File: src/rtl/vga_sync_decoder.sv
// Receive-side 640x480 VGA timing recovery: locks to hSync/vSync, recovers pixel
// coordinates and emits an (x, y, rgb) stream with lock and error status.
module vga_sync_decoder #(
  parameter int H_ACTIVE     = 640,
  parameter int H_TOTAL      = 800,
  parameter int H_SYNC_START = 659,
  parameter int H_SYNC_END   = 755,
  parameter int V_ACTIVE     = 480,
  parameter int V_TOTAL      = 525,
  parameter int V_SYNC_START = 493
) (
  input  logic        clk25,
  input  logic        rst,
  input  logic        hSync,
  input  logic        vSync,
  input  logic [3:0]  red_in,
  input  logic [3:0]  green_in,
  input  logic [3:0]  blue_in,
  output logic [9:0]  pix_x,
  output logic [9:0]  pix_y,
  output logic [11:0] pix_rgb,
  output logic        pix_valid,
  output logic        frame_start,
  output logic        locked,
  output logic        sync_error
);

  localparam logic [9:0] HActive = 10'(H_ACTIVE);
  localparam logic [9:0] HTotal  = 10'(H_TOTAL);
  localparam logic [9:0] HLast   = 10'(H_TOTAL - 1);
  localparam logic [9:0] HSyncSt = 10'(H_SYNC_START);
  localparam logic [9:0] HWidth  = 10'(H_SYNC_END - H_SYNC_START + 1);
  localparam logic [9:0] VActive = 10'(V_ACTIVE);
  localparam logic [9:0] VTotal  = 10'(V_TOTAL);
  localparam logic [9:0] VLast   = 10'(V_TOTAL - 1);
  localparam logic [9:0] VSyncSt = 10'(V_SYNC_START);
  localparam logic [9:0] Sat     = 10'd1023;

  typedef enum logic [1:0] {SEARCH, H_LOCK, LOCKED} state_t;

  state_t      state, stateNext;
  logic        hsR, hsD, vsR, vsD;
  logic [11:0] rgbR;
  logic [9:0]  hcount, vcount, periodCnt, lowCnt, vDist;
  logic        lastPeriodOk, armed;
  logic [1:0]  goodLines;

  logic        hEdge, hRise, vEdge, vEdgeOk, hWrap;
  logic [9:0]  curH, curV, nextH, nextV;
  logic        widthOk, lineOk;
  logic        errHPos, errHMiss, errWidth, errVPos, errVMiss, anyErr;
  logic        syncErrNext, armedNext, lockNext;
  logic [1:0]  goodNext;
  logic [9:0]  vDistNext;

  // Stage-2 decode: curH/curV are the coordinates of the pixel now in stage 1.
  always_comb begin
    hEdge   = hsD & ~hsR;
    hRise   = ~hsD & hsR;
    vEdge   = vsD & ~vsR;
    curH    = hEdge ? HSyncSt : hcount;
    hWrap   = (curH == HLast);
    vEdgeOk = vEdge && (curH == '0);
    curV    = vEdgeOk ? VSyncSt : vcount;
    nextH   = hWrap ? '0 : curH + 10'd1;
    if (hWrap) nextV = (curV == VLast) ? '0 : curV + 10'd1;
    else       nextV = curV;
    widthOk = (lowCnt == HWidth);
    lineOk  = lastPeriodOk && widthOk;
  end

  // Checks against the expected position, not the edge-corrected one.
  always_comb begin
    errHPos  = hEdge && (hcount != HSyncSt);
    errHMiss = (hcount == HSyncSt) && hsR;
    errWidth = hRise && !widthOk;
    errVPos  = vEdge && ((hcount != '0) || (vcount != VSyncSt));
    errVMiss = (hcount == '0) && (vcount == VSyncSt) && vsR;
    anyErr   = errHPos | errHMiss | errWidth | errVPos | errVMiss;
  end

  always_comb begin
    stateNext   = state;
    syncErrNext = 1'b0;
    goodNext    = goodLines;
    armedNext   = armed;
    vDistNext   = (hWrap && (vDist != Sat)) ? vDist + 10'd1 : vDist;
    case (state)
      SEARCH: begin
        armedNext = 1'b0;
        if (hRise) begin
          if (!lineOk) begin
            goodNext = '0;
          end else if (goodLines == 2'd1) begin
            goodNext  = '0;
            stateNext = H_LOCK;
          end else begin
            goodNext = goodLines + 2'd1;
          end
        end
      end
      H_LOCK: begin
        if (hRise && !lineOk) begin
          stateNext = SEARCH;
          armedNext = 1'b0;
          goodNext  = '0;
        end else if (vEdgeOk) begin
          if (armed && (vDist == VTotal)) begin
            stateNext = LOCKED;
          end else begin
            armedNext = 1'b1;
            vDistNext = '0;
          end
        end
      end
      LOCKED: begin
        if (anyErr) begin
          stateNext   = SEARCH;
          syncErrNext = 1'b1;
          armedNext   = 1'b0;
          goodNext    = '0;
        end
      end
      default: stateNext = SEARCH;
    endcase
    lockNext = (stateNext == LOCKED);
  end

  always_ff @(posedge clk25) begin
    if (rst) begin
      hsR          <= 1'b1;
      hsD          <= 1'b1;
      vsR          <= 1'b1;
      vsD          <= 1'b1;
      rgbR         <= '0;
      hcount       <= '0;
      vcount       <= '0;
      periodCnt    <= '0;
      lowCnt       <= '0;
      vDist        <= '0;
      lastPeriodOk <= 1'b0;
      armed        <= 1'b0;
      goodLines    <= '0;
      state        <= SEARCH;
      pix_x        <= '0;
      pix_y        <= '0;
      pix_rgb      <= '0;
      pix_valid    <= 1'b0;
      frame_start  <= 1'b0;
      sync_error   <= 1'b0;
    end else begin
      hsD       <= hsR;
      hsR       <= hSync;
      vsD       <= vsR;
      vsR       <= vSync;
      rgbR      <= {red_in, green_in, blue_in};
      hcount    <= nextH;
      vcount    <= nextV;
      periodCnt <= hEdge ? 10'd1 : ((periodCnt == Sat) ? Sat : periodCnt + 10'd1);
      lowCnt    <= hsR ? '0 : ((lowCnt == Sat) ? Sat : lowCnt + 10'd1);
      if (hEdge) lastPeriodOk <= (periodCnt == HTotal);
      vDist       <= vDistNext;
      armed       <= armedNext;
      goodLines   <= goodNext;
      state       <= stateNext;
      pix_x       <= curH;
      pix_y       <= curV;
      pix_rgb     <= rgbR;
      pix_valid   <= lockNext && (curH < HActive) && (curV < VActive);
      frame_start <= lockNext && (curH == '0) && (curV == '0);
      sync_error  <= syncErrNext;
    end
  end

  assign locked = (state == LOCKED);

endmodule

File: config.mk
export PLATFORM = sky130hd
export DESIGN_NAME = vga_sync_decoder
export DESIGN_NICKNAME = d
export VERILOG_FILES = /design/src/rtl/vga_sync_decoder.sv
export SDC_FILE = /design/constraint.sdc
export NUM_CORES = 1
export LEC_CHECK = 0
export ABC_AREA = 1
export CAP_MARGIN = 5
export CORE_AREA = 2 2 92 94
export CTS_BUF_LIST = sky130_fd_sc_hd__clkbuf_4
export DETAILED_ROUTE_END_ITERATION = 12
export DIE_AREA = 0 0 94 96
export GPL_TIMING_DRIVEN = 0
export MAX_ROUTING_LAYER = met4
export PLACE_DENSITY_LB_ADDON = 0.08
export SYNTH_ARGS = -nofsm -noshare
export SYNTH_HDL_FRONTEND = slang
export SYNTH_SLANG_ARGS = --single-unit
export TNS_END_PERCENT = 30
File: constraint.sdc
create_clock -name clk25 -period 4.3 [get_ports clk25]
set_input_delay 0.86 -clock clk25 [delete_from_list [all_inputs] [get_ports clk25]]
set_output_delay 0.86 -clock clk25 [all_outputs]
set_load 0.1 [all_outputs]
==> impl_metrics.env, run 1 <==
export IMPL_setup_violations=0
export IMPL_stdcell_area_um2=5479
export IMPL_dp_slack_ps=1386
export IMPL_cp_num_buf_inv=2
export IMPL_async_flop_share=0
export IMPL_diodes=0
export IMPL_wl_um=9461
export IMPL_yosys_cell_types_count=36
export IMPL_cp_max_fo=4
export IMPL_r2r_slack_ps=1370
export IMPL_nFillCells=689
export IMPL_critical_path_top_delay_family="buffers and inverters"
export IMPL_drive_above_1_share=0.07102
export IMPL_drtAntennaViolNets=0
export IMPL_synth_edf_count=0
export IMPL_status="finished clean"
export IMPL_power_share_clock=0.262
export IMPL_grt_ovfl_total=0
export IMPL_multiInputGateArea_um2=2116
export IMPL_fmaxAchievable_mhz=314.0
export IMPL_switching_share=0.2893
export IMPL_p_switching_uw=496.9
export IMPL_start_util=0.5859
export IMPL_drt_drc_violations_left=0
export IMPL_dpl_hpwl_um=7345
export IMPL_die_h_um=96
export IMPL_yosysTopAreaCell="dfxtp_1"
export IMPL_num_rows=33
export IMPL_min_to="pix_rgb[3]"
export IMPL_core_area_um2=8051
export IMPL_synthesis_nets=667
export IMPL_ctsHoldBuffers=0
export IMPL_cts_buffers=9
export IMPL_setup_tns_ps=0
export IMPL_firstDrtPassIters=5
export IMPL_crit_required_ps=3440
export IMPL_yosysSeqAreaShare=0.4541
export IMPL_synth_avg_cell_area_um2=7.405
export IMPL_ir_drop_uv=178.2
export IMPL_finalPower_mw=1.718
export IMPL_avgViaCountPerCell=4.926
export IMPL_cts_tree="done"
export IMPL_internal_power_mw=1.221
export IMPL_power_density_nw_per_um2=313.5
export IMPL_antenna_found_initial=0
export IMPL_clock_sinks=107
export IMPL_area_growth_pct=16.15
export IMPL_numPortBuffers=51
export IMPL_grt_usage=0.2254
export IMPL_grt_pass1_wl_um=15770
export IMPL_yosysMostFrequentCell="nor2_1"
export IMPL_cp_startpoint="state[0]"
export IMPL_worst_slack_ps=1115
export IMPL_path_clk_slew_ps=160
export IMPL_drv_cap=0
export IMPL_r2r_cells=19
export IMPL_fin_nets=729
export IMPL_cp_slowest_cell="clkdlybuf4s50_1"
export IMPL_maxSlewViolCount=0
export IMPL_seq_area_um2=2142
export IMPL_r2r_start="hsD"
export IMPL_skew_ps=22.34
export IMPL_htree_levels=3
export IMPL_worstSetupPathType="register to primary output"
export IMPL_relSlewSlack=0.3249
export IMPL_clk_latency_ps=440
export IMPL_place_congestion=0.9698
export IMPL_hold_start="rgbR[3]"
export IMPL_fp_dieW_um=94
export IMPL_yosysTopAreaCellShare=0.4541
export IMPL_postCtsSetupBuffers=0
export IMPL_synthCells=637
export IMPL_cp_end_kind="primary output"
export IMPL_grt_pass1_vias=3711
export IMPL_post_cts_resized=0
export IMPL_syn_area_um2=4717
export IMPL_tightestPinTransition_ps=1009
export IMPL_r2r_end="vcount[3]"
export IMPL_path_cells="inv_1, ha_1, clkdlybuf4s50_1"
export IMPL_ios=52
export IMPL_period_minus_slack_ps=3185
export IMPL_cp_start_kind="register"
export IMPL_grt_start_max_net_pins=18
export IMPL_rsz0062_at_grt="no"
export IMPL_cp_arrival_ps=2320
export IMPL_die_area_um2=9024
export IMPL_clock_path_buffers=2
export IMPL_vias=3985
export IMPL_fin_util=0.6805
export IMPL_ys_ff_latch=107
export IMPL_synthTopCellsByArea="dfxtp_1 45%, nor2_1 10%, inv_1 8.4%"
export IMPL_cp_slowest_stage_delay_ps=1170
export IMPL_p_seq_frac=0.604
export IMPL_drt_iter0_drc=191
export IMPL_holdCritPathClass="register to register"
export IMPL_synth_top_flop_cell="dfxtp_1"
export IMPL_finalCritPeriodShare=0.7407
export IMPL_wire_per_inst_um=11.69
export IMPL_cts_root_buf="clkbuf_4"
export IMPL_yosysWarnings=0
export IMPL_synthTopCellsByCount="130 x nor2_1, 107 x dfxtp_1, 105 x inv_1, 103 x nand2_1, 34 x nand3_1"
export IMPL_finalHoldViolations=0
export IMPL_hold_depth=2
export IMPL_comb_power_share=0.134
export IMPL_placed_area_um2=5359
export IMPL_p_leak_nw=2.389
layer usage:
metal | GRT usage | up-vias | wire, um
met2 | 0.4000 | 81 | 4848
met4 | 0.06884 | 0 | 113
met5 | - | - | 0
li1 | - | 2095 | -
met3 | 0.03994 | 11 | 290
met1 | 0.2613 | 1798 | 4208
tightest hold or removal path: cells and delay by family, from the launching register on:
family	cells	cell delay [ps]
DFF	1	330
and+or+nand+nor	1	30
buffers and inverters	1	40
cells by family after synthesis:
family / Yosys count / synth area share
AND/OR/NAND/NOR: 329 / 0.3191
buffers and inverters: 119 / 0.09735
flip-flops: 107 / 0.4541
AO/OA/AOI/OAI: 49 / 0.05703
XOR/XNOR: 19 / 0.03528
adder cells (fa/ha/maj): 14 / 0.03714
layout make-up:
class,count,share of cell area
well taps,105,0.02398
clock buffers,11,0.01507
multi-input cells,411,0.3862
clock inverters,5,0.006851
flip-flops and latches,107,0.3910
plain buffers,7,0.006166
repair buffers,51,0.09317
inverters,112,0.07764
cell usage in the layout, fill, tap and decap left out, types with 3 or more instances in the layout:
| cell type | count |
|---|---|
| nand3b_1 | 3 |
| clkdlybuf4s50_1 | 51 |
| nor4_1 | 3 |
| or2_2 | 5 |
| nand2_1 | 103 |
| nor3_1 | 16 |
| nor2_2 | 4 |
| nor2_1 | 130 |
| nand3_1 | 34 |
| a31oi_1 | 3 |
| clkbuf_1 | 6 |
| nor2_4 | 7 |
| dfxtp_1 | 107 |
| a21oi_1 | 24 |
| nand2_2 | 5 |
| nand2_4 | 4 |
| clkbuf_4 | 11 |
| o21ai_0 | 14 |
| inv_2 | 5 |
| nand4_1 | 10 |
| xor2_1 | 15 |
| ha_1 | 14 |
| inv_1 | 105 |
| clkinv_4 | 3 |
| xnor2_1 | 4 |
state kept, by name, summed over array words and instances, names as in the netlist:
register	flops
rgbR	12
hsD	1
state	2
armed	1
vDist	10
pix_x	10
pix_valid	1
periodCnt	10
vcount	10
pix_y	10
vsD	1
sync_error	1
pix_rgb	12
goodLines	2
lastPeriodOk	1
vsR	1
lowCnt	10
hsR	1
hcount	10
frame_start	1
how the worst max path moves through the flow:
stage / endpoint / depth (start not counted)
5_1_grt: locked / 3
3_3_place_gp: vcount[0] / 19
2_1_floorplan: vcount[8] / 20
6_report: locked / 3
3_5_place_dp: vcount[2] / 19
4_1_cts: locked / 3
per-stage QoR:
stage | std cells | hold slack, ps
floorplan | 637 | 388.3
global placement | 793 | 389.6
detailed placement | 793 | 393.1
CTS | 809 | 416.8
global route | 809 | 426.1
finish | 809 | 405.4
power groups by stage:
stage          clock network (mW)  registers (mW)  logic [mW]
3_3_place_gp                    0            1.06       0.227
3_5_place_dp                    0            1.06       0.230
5_1_grt                     0.501            1.04       0.249
4_1_cts                     0.465            1.04       0.231
6_report                    0.450            1.04       0.230
2_1_floorplan                   0            1.13      0.0931
(Power assumes the default switching activity.)
==> inputs of run 2 (changes only) <==
--- a/config.mk
+++ b/config.mk
@@ -7,10 +7,10 @@
 export LEC_CHECK = 0
 export ABC_AREA = 1
 export CAP_MARGIN = 5
-export CORE_AREA = 2 2 92 94
+export CORE_AREA = 2 2 94 96
 export CTS_BUF_LIST = sky130_fd_sc_hd__clkbuf_4
 export DETAILED_ROUTE_END_ITERATION = 12
-export DIE_AREA = 0 0 94 96
+export DIE_AREA = 0 0 96 98
 export GPL_TIMING_DRIVEN = 0
 export MAX_ROUTING_LAYER = met4
 export PLACE_DENSITY_LB_ADDON = 0.08
==> constraint.sdc (replaced) <==
create_clock -name clk25 -period 3.2 [get_ports clk25]
set_input_delay 0.64 -clock clk25 [delete_from_list [all_inputs] [get_ports clk25]]
set_output_delay 0.64 -clock clk25 [all_outputs]
set_load 0.1 [all_outputs]
==> impl_metrics.env, run 2 (same netlist as run 1, synthesis figures left out) <==
export IMPL_finalCritPeriodShare=0.9331
export IMPL_grt_ovfl_total=0
export IMPL_rsz0062_at_grt="no"
export IMPL_setup_tns_ps=0
export IMPL_grt_start_max_net_pins=21
export IMPL_final_cells=812
export IMPL_drive_above_1_share=0.07386
export IMPL_comb_power_share=0.131
export IMPL_cp_end_kind="primary output"
export IMPL_cp_start_kind="register"
export IMPL_maxSlewViolCount=0
export IMPL_hold_ws_ps=412.6
export IMPL_path_cells="inv_1, ha_1, clkdlybuf4s50_1"
export IMPL_firstDrtPassIters=4
export IMPL_p_seq_frac=0.593
export IMPL_grt_pass1_wl_um=16400
export IMPL_nFillCells=780
export IMPL_numPortBuffers=51
export IMPL_htree_levels=3
export IMPL_vias=3998
export IMPL_holdCritPathClass="register to register"
export IMPL_grt_pass1_vias=3827
export IMPL_die_area_um2=9408
export IMPL_path_clk_slew_ps=170
export IMPL_p_switching_uw=711.2
export IMPL_antenna_found_initial=0
export IMPL_mostFrequentLayoutCells="129 x nor2_1, 107 x dfxtp_1, 105 x inv_1"
export IMPL_tightestPinTransition_ps=998.9
export IMPL_finalHoldViolations=0
export IMPL_diodes=0
export IMPL_p_leak_nw=2.397
export IMPL_fmaxAchievable_mhz=334.9
export IMPL_power_density_nw_per_um2=427.7
export IMPL_drt_drc_violations_left=0
export IMPL_period_minus_slack_ps=2986
export IMPL_cts_buffers=9
export IMPL_wire_per_inst_um=11.86
export IMPL_final_common_cell="nor2_1"
export IMPL_wl_um=9629
export IMPL_clk_latency_ps=460
export IMPL_crit_required_ps=2560
export IMPL_multiInputGateArea_um2=2118
export IMPL_avgViaCountPerCell=4.924
export IMPL_core_area_um2=8466
export IMPL_cts_root_buf="clkbuf_4"
export IMPL_area_growth_pct=16.63
export IMPL_setup_violations=0
export IMPL_internal_power_mw=1.642
export IMPL_cts_tree="done"
export IMPL_grt_usage=0.2263
export IMPL_r2r_slack_ps=430
export IMPL_cp_arrival_ps=2350
export IMPL_ios=52
export IMPL_dp_cells=796
export IMPL_status="finished clean"
export IMPL_top_regs="pix_rgb: 12 flops, rgbR: 12 flops"
export IMPL_clock_sinks=107
export IMPL_ir_drop_uv=289.4
export IMPL_drt_iter0_drc=165
export IMPL_relSlewSlack=0.3320
export IMPL_drtAntennaViolNets=0
export IMPL_cp_slowest_cell="clkdlybuf4s50_1"
export IMPL_skew_ps=24.03
export IMPL_dpl_hpwl_um=7514
export IMPL_num_rows=34
export IMPL_cp_slowest_stage_delay_ps=1170
export IMPL_worstSetupPathType="register to primary output"
export IMPL_place_congestion=0.9304
export IMPL_die_h_um=98
export IMPL_fin_nets=729
export IMPL_stdcell_area_um2=5502
export IMPL_switching_share=0.3023
export IMPL_drv_cap=0
export IMPL_cp_max_fo=4
export IMPL_power_share_clock=0.276
export IMPL_start_util=0.5572
export IMPL_seq_area_um2=2142
export IMPL_fp_dieW_um=96
export IMPL_placed_area_um2=5363
export IMPL_ctsHoldBuffers=0
export IMPL_clock_path_buffers=2
run 2: path summary, 6_finish.rpt:
path,start,endpoint,cells after the start
worst max-delay path,state[0],locked,3
worst min-delay path,rgbR[7],pix_rgb[7],2
worst max register to register,hsD,vcount[4],19
worst min register to register,rgbR[7],pix_rgb[7],2
run 2: layout make-up:
cell class / count / share of cell area
flip-flops and latches: 107 / 0.3894
multi-input cells: 411 / 0.3850
repair buffers: 51 / 0.09279
inverters: 112 / 0.07733
well taps: 108 / 0.02456
clock inverters: 7 / 0.01251
clock buffers: 9 / 0.01228
plain buffers: 7 / 0.006141
run 2: what timing repair did:
action                     CTS  global route
hold endpoints to repair     0             0
buffers inserted             0             0
gates resized for setup      0             1
setup endpoints to repair    0             7
run 2: critical path: cells and delay by family, from the launching register on:
| kind | cells | cell delay (ps) |
|---|---|---|
| buf+inv | 2 | 1270 |
| flops | 1 | 360 |
| fa+ha+maj | 1 | 240 |
run 2: power groups by stage:
stage	clock, mW	sequential, mW	combinational (mW)
floorplan	0	1.52	0.125
global placement	0	1.42	0.306
detailed placement	0	1.42	0.310
CTS	0.673	1.39	0.311
global route	0.723	1.40	0.339
finish	0.649	1.39	0.309
run 2: per-stage QoR:
step           worst slack, ps  power, mW  utilization
2_1_floorplan            818.4      1.646            -
3_3_place_gp             352.4      1.728       0.6335
3_5_place_dp             311.8      1.733       0.6335
4_1_cts                  189.9      2.378       0.6496
5_1_grt                  41.34      2.462       0.6499
6_report                 213.9      2.353       0.6499
run 2: per-layer routing:
layer / global-route usage / vias to the layer above / routed length [um]
met5: - / - / 0
met4: 0.09560 / 0 / 225
met3: 0.04552 / 18 / 363
met2: 0.3632 / 68 / 4712
met1: 0.2735 / 1816 / 4327
li1: - / 2096 / -
